[config.mk]
export PLATFORM = sky130hd
export DESIGN_NAME = demux_8_128
export DESIGN_NICKNAME = d
export VERILOG_FILES = /design/src/rtl/demux_8_128.sv
export SDC_FILE = /design/constraint.sdc
export NUM_CORES = 1
export LEC_CHECK = 0
export ABC_AREA = 0
export BUFFER_PORTS_ARGS = -buffer_cell sky130_fd_sc_hd__buf_4
export CORE_MARGIN = 2
export CORE_UTILIZATION = 55
export DETAILED_ROUTE_END_ITERATION = 6
export PLACE_DENSITY = 0.84
export SLEW_MARGIN = 20
export SYNTH_ARGS = -nofsm -noshare
export SYNTH_HDL_FRONTEND = slang
export SYNTH_SLANG_ARGS = --single-unit
[constraint.sdc]
create_clock -name clk -period 7.6 [get_ports clk]
set_clock_uncertainty 0.1 [all_clocks]
set_input_delay 0.38 -clock clk [delete_from_list [all_inputs] [get_ports clk]]
set_output_delay 0.38 -clock clk [all_outputs]
set_load 0.1 [all_outputs]
[src/rtl/demux_8_128.sv]
// Byte demultiplexer: routes data_in to one of 16 registered hold slots with per-channel valid/ack.
// Optional macro DEMUX_AUTO_SEL_EN replaces demux_sel with an internal round-robin sequence counter.
module demux_8_128 (
    input  logic        clk,
    input  logic        reset,
    input  logic        in_valid,
    output logic        in_ready,
    input  logic [3:0]  demux_sel,
    input  logic [7:0]  data_in,
    output logic [7:0]  data_0,
    output logic [7:0]  data_1,
    output logic [7:0]  data_2,
    output logic [7:0]  data_3,
    output logic [7:0]  data_4,
    output logic [7:0]  data_5,
    output logic [7:0]  data_6,
    output logic [7:0]  data_7,
    output logic [7:0]  data_8,
    output logic [7:0]  data_9,
    output logic [7:0]  data_10,
    output logic [7:0]  data_11,
    output logic [7:0]  data_12,
    output logic [7:0]  data_13,
    output logic [7:0]  data_14,
    output logic [7:0]  data_15,
    output logic [15:0] out_valid,
    input  logic [15:0] out_ack,
    output logic [3:0]  cur_sel
);

    localparam int DATA_W = 8;
    localparam int NCH    = 16;

    logic [DATA_W-1:0] data_q [NCH];
    logic [DATA_W-1:0] data_d [NCH];
    logic [NCH-1:0]    valid_q;
    logic [NCH-1:0]    valid_d;
    logic [3:0]        tgt;
    logic              wr;

`ifdef DEMUX_AUTO_SEL_EN
    logic [3:0] seq_q;
    logic [3:0] seq_d;
    logic       unused_sel;

    assign unused_sel = ^demux_sel;
    assign tgt        = seq_q;

    // Counter only advances on an accepted write, so a stalled slot blocks the rotation.
    always_comb begin
        seq_d = seq_q;
        if (wr) begin
            seq_d = seq_q + 4'd1;
        end
    end

    always_ff @(posedge clk or posedge reset) begin
        if (reset) begin
            seq_q <= 4'h0;
        end else begin
            seq_q <= seq_d;
        end
    end
`else
    assign tgt = demux_sel;
`endif

    // A held byte being acked this cycle frees its slot for an immediate rewrite.
    assign in_ready = ~reset & (~valid_q[tgt] | out_ack[tgt]);
    assign wr       = in_valid & in_ready;
    assign cur_sel  = reset ? 4'h0 : tgt;

    always_comb begin
        valid_d = valid_q & ~out_ack;
        for (int n = 0; n < NCH; n++) begin
            data_d[n] = data_q[n];
        end
        if (wr) begin
            data_d[tgt]  = data_in;
            valid_d[tgt] = 1'b1;
        end
    end

    always_ff @(posedge clk or posedge reset) begin
        if (reset) begin
            valid_q <= '0;
            for (int n = 0; n < NCH; n++) begin
                data_q[n] <= '0;
            end
        end else begin
            valid_q <= valid_d;
            for (int n = 0; n < NCH; n++) begin
                data_q[n] <= data_d[n];
            end
        end
    end

    assign out_valid = valid_q;
    assign data_0    = data_q[0];
    assign data_1    = data_q[1];
    assign data_2    = data_q[2];
    assign data_3    = data_q[3];
    assign data_4    = data_q[4];
    assign data_5    = data_q[5];
    assign data_6    = data_q[6];
    assign data_7    = data_q[7];
    assign data_8    = data_q[8];
    assign data_9    = data_q[9];
    assign data_10   = data_q[10];
    assign data_11   = data_q[11];
    assign data_12   = data_q[12];
    assign data_13   = data_q[13];
    assign data_14   = data_q[14];
    assign data_15   = data_q[15];

endmodule

# Word-level counts from Yosys, hierarchy flattened
# Cells that the tools add are included.
# word_totals
regBits	144
rom_bits	0
memories	0
latch_bits	0
ram_bits	0
input_bits	31
# classes
magnitude_cmp	4
shifts	0
n_addsub	0
bitwise_logic	9
n_reduce_logical	2
mul	0
eq_ne	0
n_div	0
n_mux	11
# op_table
op	count
$bwmux W128	1
$demux W8 S4	1
$and A16 B16 Y16	1
$mux W16	1
$not A16 Y16	1
$or A16 B16 Y16	1
$bmux W1 S4	2
$mux W8	1
$ge A5 B5 Y1 const B	1
$lt A4 B5 Y1 const B	1
$lt A5 B1 Y1 const B	1
$not A4 Y5	1
$demux W1 S4	1
$ge A4 B1 Y1 const B	1
$mux W4	1
$mux W1	3
$and A1 B1 Y1	2
$logic_and A1 B1 Y1	2
$not A1 Y1	2
$or A1 B1 Y1	1

# Longest topological paths before layout
# logic_depth
depth_word	7
depth_mapped	9

# Worst setup path before layout
# No wires, ideal clock.
# synth_path
kind	input -> register
from	input port reset
to	register data_q (netlist bit data_2[0])
path_buffers	1
path_stages	6
setup_slack_ps	2181
setup_time_ps	125
required_ps	7375
arrival_time_ps	5194
cell_sequence	inv_1 nand3_1 nor4_1 o21a_1 buf_2 mux2_2
# synth_between
elab_chain_len	3
# synth_lines
element	line	rtl
start, declared	5	input logic reset,
$not A1 Y1	69	assign in_ready = ~reset & (~valid_q[tgt] | out_ack[tgt]);
$and A1 B1 Y1	69	
$and A1 B1 Y1	70	assign wr = in_valid & in_ready;
end signal, assigned by index	93	data_q[n] <= data_d[n];
end, declared	34	logic [DATA_W-1:0] data_q [NCH];
# No other way between the ends.
# A chain may end at the register's enable or synchronous reset.

# Worst setup path after layout
# layout_path
from	register valid_q[3], in the netlist out_valid[3]
to	output port in_ready
# layout_between
elab_chain_len	5
# layout_lines
element	line	rtl
start, declared	36	logic [NCH-1:0] valid_q;
start signal, assigned	91	valid_q <= valid_d;
$bmux W1 S4	69	
$mux W1 (implied by the code)	69	
$not A1 Y1	69	
$or A1 B1 Y1	69	
$and A1 B1 Y1	69	
end, declared	7	output logic in_ready,
# No other way between the ends. The select of a mux whose other input is x is not followed.

==> flow_summary.json <==
{
  "status": "finished, final reports clean",
  "worstPathCellList": "mux4_2 -> a22oi_1 -> o211a_1 -> nor2_1 -> nor2_1 -> buf_4",
  "cts_buffers": 17,
  "die-width_um": 108,
  "fill_cells": 703,
  "syn_inst": 393,
  "worstMarginPinSlew_ns": 0.989,
  "cts_num_sinks": 144,
  "cpPeakStageDelay_ns": 0.84,
  "ys_seq_elements": 144,
  "tns_ns": 0,
  "slew_viol_final": 0,
  "die_h_um": 108,
  "fin_cells": 729,
  "antenna_found_initial": 0,
  "crit_top_cell": "nor2_1",
  "start_kind": "flip-flop",
  "arrival_ns": 3.01,
  "cts_hold_buf": 9,
  "io_buffer_count": 179,
  "wl_mm": 14.8,
  "cap_violations": 0,
  "max-clock-path-buffers": 2,
  "setup_viol": 0,
  "rsz0062_at_grt": "no",
  "min_period_ns": 3.49,
  "h-tree-depth": 4,
  "leakage_nw": 4.05,
  "period_share": 0.460,
  "cp_top_family": "compound AO/OA/AOI/OAI gates",
  "dr.pass1.iters": 4,
  "dp_cells": 688,
  "crit_path_end_kind": "output pin",
  "cts_tree": "done",
  "grt_pass1_vias": 4075,
  "grt_max_degree": 79,
  "largest_reg_flops": 16,
  "hold_viol": 0,
  "gp_congestion": 0.813,
  "cts.clk_slew.worst_paths_ns": 0.06,
  "path_max_fanout": 17,
  "cts-resized-gates": 0,
  "hp-class": "primary input to flip-flop",
  "ir_worst_vdd_mv": 0.285,
  "post_drt_wl_per_cell_um": 20.3,
  "initial_core_util": 0.559,
  "post-dp-hpwl_mm": 10.3,
  "syn_to_final_growth_pct": 34.9,
  "grt.total_usage": 0.261,
  "overflow": 0,
  "antenna_left": 0,
  "synth.avg_cell_area_um2": 15.3,
  "first_iter_violations": 264,
  "root_buffer": "clkbuf_8",
  "slew_headroom": 0.341,
  "synth_area_mm2": 0.00600,
  "io_pins": 180,
  "yosys_warnings": 0,
  "fp.coreArea_mm2": 0.0107,
  "powerDensity_mw_per_mm2": 418,
  "drive_above_1_share": 0.603,
  "dieArea_mm2": 0.0118,
  "final_common_cell": "buf_4",
  "grt_first_pass_wirelength_mm": 22.8,
  "n_antenna_cell": 0,
  "cp.required_ns": 7.12,
  "yosysSeqAreaShare": 0.600,
  "finalPower_mw": 3.38,
  "synth_cell_type_count": 30,
  "cts_setup_buffers": 0,
  "fmax_mhz": 286,
  "num_rows": 38,
  "viasPerCell": 5.50,
  "worst-setup-path-type": "flip-flop to output pin",
  "cpMaxStageDelayCell": "o211a_1",
  "vias": 4011,
  "insertion_delay_ns": 0.52,
  "path_buf_inv": 1,
  "synth_nets": 424,
  "final_cell_mix": "180 x buf_4, 144 x dfrtp_1, 119 x mux2_2, 16 x inv_1, 16 x clkbuf_16",
  "finalNetCount": 607,
  "drc": 0
}
-- cell usage after synthesis --
cell type    n  share of area
a21o_1       8          0.010
a22oi_1      1         0.0013
a22oi_2      1         0.0021
buf_1        1        0.00062
buf_2        5         0.0042
buf_4        3         0.0038
buf_6        5         0.0094
clkbuf_1    11         0.0069
dfrtp_1    144           0.60
inv_1       17          0.011
mux2_1       1         0.0019
mux2_2     119           0.22
mux2_4       8          0.020
mux4_2       8          0.030
nand2_1      6         0.0038
nand2b_1     2         0.0021
nand3_1      3         0.0025
nand3_4      1         0.0029
nand3b_1     1         0.0013
nor2_1       8         0.0050
nor2b_1      6         0.0063
nor3_1       6         0.0050
nor3b_1      1         0.0013
nor4_1       2         0.0021
o2111a_1     1         0.0019
o2111ai_4    2         0.0088
o211a_1      1         0.0017
o21a_1       7         0.0088
o21ai_0      8         0.0067
o21ai_4      6          0.016
-- layout make-up --
cell class                      count  area, um2  share of cell area
Timing Repair Buffer              189       1440               0.178
Tap cell                          140        175              0.0216
Multi-Input combinational cell    207       2190               0.270
Sequential cell                   144       3600               0.445
Inverter                           17       68.8             0.00850
Clock inverter                      9        154              0.0190
Clock buffer                       23        467              0.0576
-- path summary, 6_finish.rpt --
kind	startpoint	to	slack, ns	cells after the start
worst max-delay path	out_valid[3]$_DFF_PP0_	in_ready	4.11	6
worst min-delay path	out_ack[2]	out_valid[2]$_DFF_PP0_	0.04	3
worst max register to register	out_valid[3]$_DFF_PP0_	data_1[0]$_DFFE_PP0P_	4.42	5
worst min register to register	data_9[2]$_DFFE_PP0P_	data_9[2]$_DFFE_PP0P_	0.41	1
max in group asynchronous	reset	data_9[5]$_DFFE_PP0P_	5.61	4
min in group asynchronous	reset	data_5[4]$_DFFE_PP0P_	0.45	3
-- per-stage QoR --
step           area, um2  worst slack (ns)  utilization  hold slack (ns)
6_report            8100              4.11        0.754           0.0420
3_3_place_gp        7390              4.22        0.687            0.379
4_1_cts             8100              4.09        0.754           0.0190
2_1_floorplan       6000              2.18            -            0.376
3_5_place_dp        7390              4.10        0.687            0.394
5_1_grt             8100              3.92        0.754           0.0397
-- tightest hold or removal path, stage by stage --
cell and delay [ns]:
buf_4 0.12, inv_1 0.04, a21o_1 0.09
-- logic make-up after synthesis --
kind of cell | Yosys count | share of synthesized area
DFF | 144 | 0.600
muxes | 136 | 0.275
buffers and inverters | 42 | 0.0354
and+or+nand+nor | 36 | 0.0321
AOI/OAI and AO/OA | 35 | 0.0573
-- layer usage --
metal	global-route usage	share of wire
met5	0	0
met2	0.452	0.53
met4	0.0760	0.013
met3	0.0585	0.052
met1	0.330	0.40
-- power by group --
group          total, mW  leakage [nW]  internal (mW)  switching, mW
Sequential         0.991          1.86          0.907         0.0845
Clock              0.866         0.299          0.560          0.306
Combinational       1.53          1.88          0.304           1.22
Note: power is estimated with default switching activity, not from simulation.
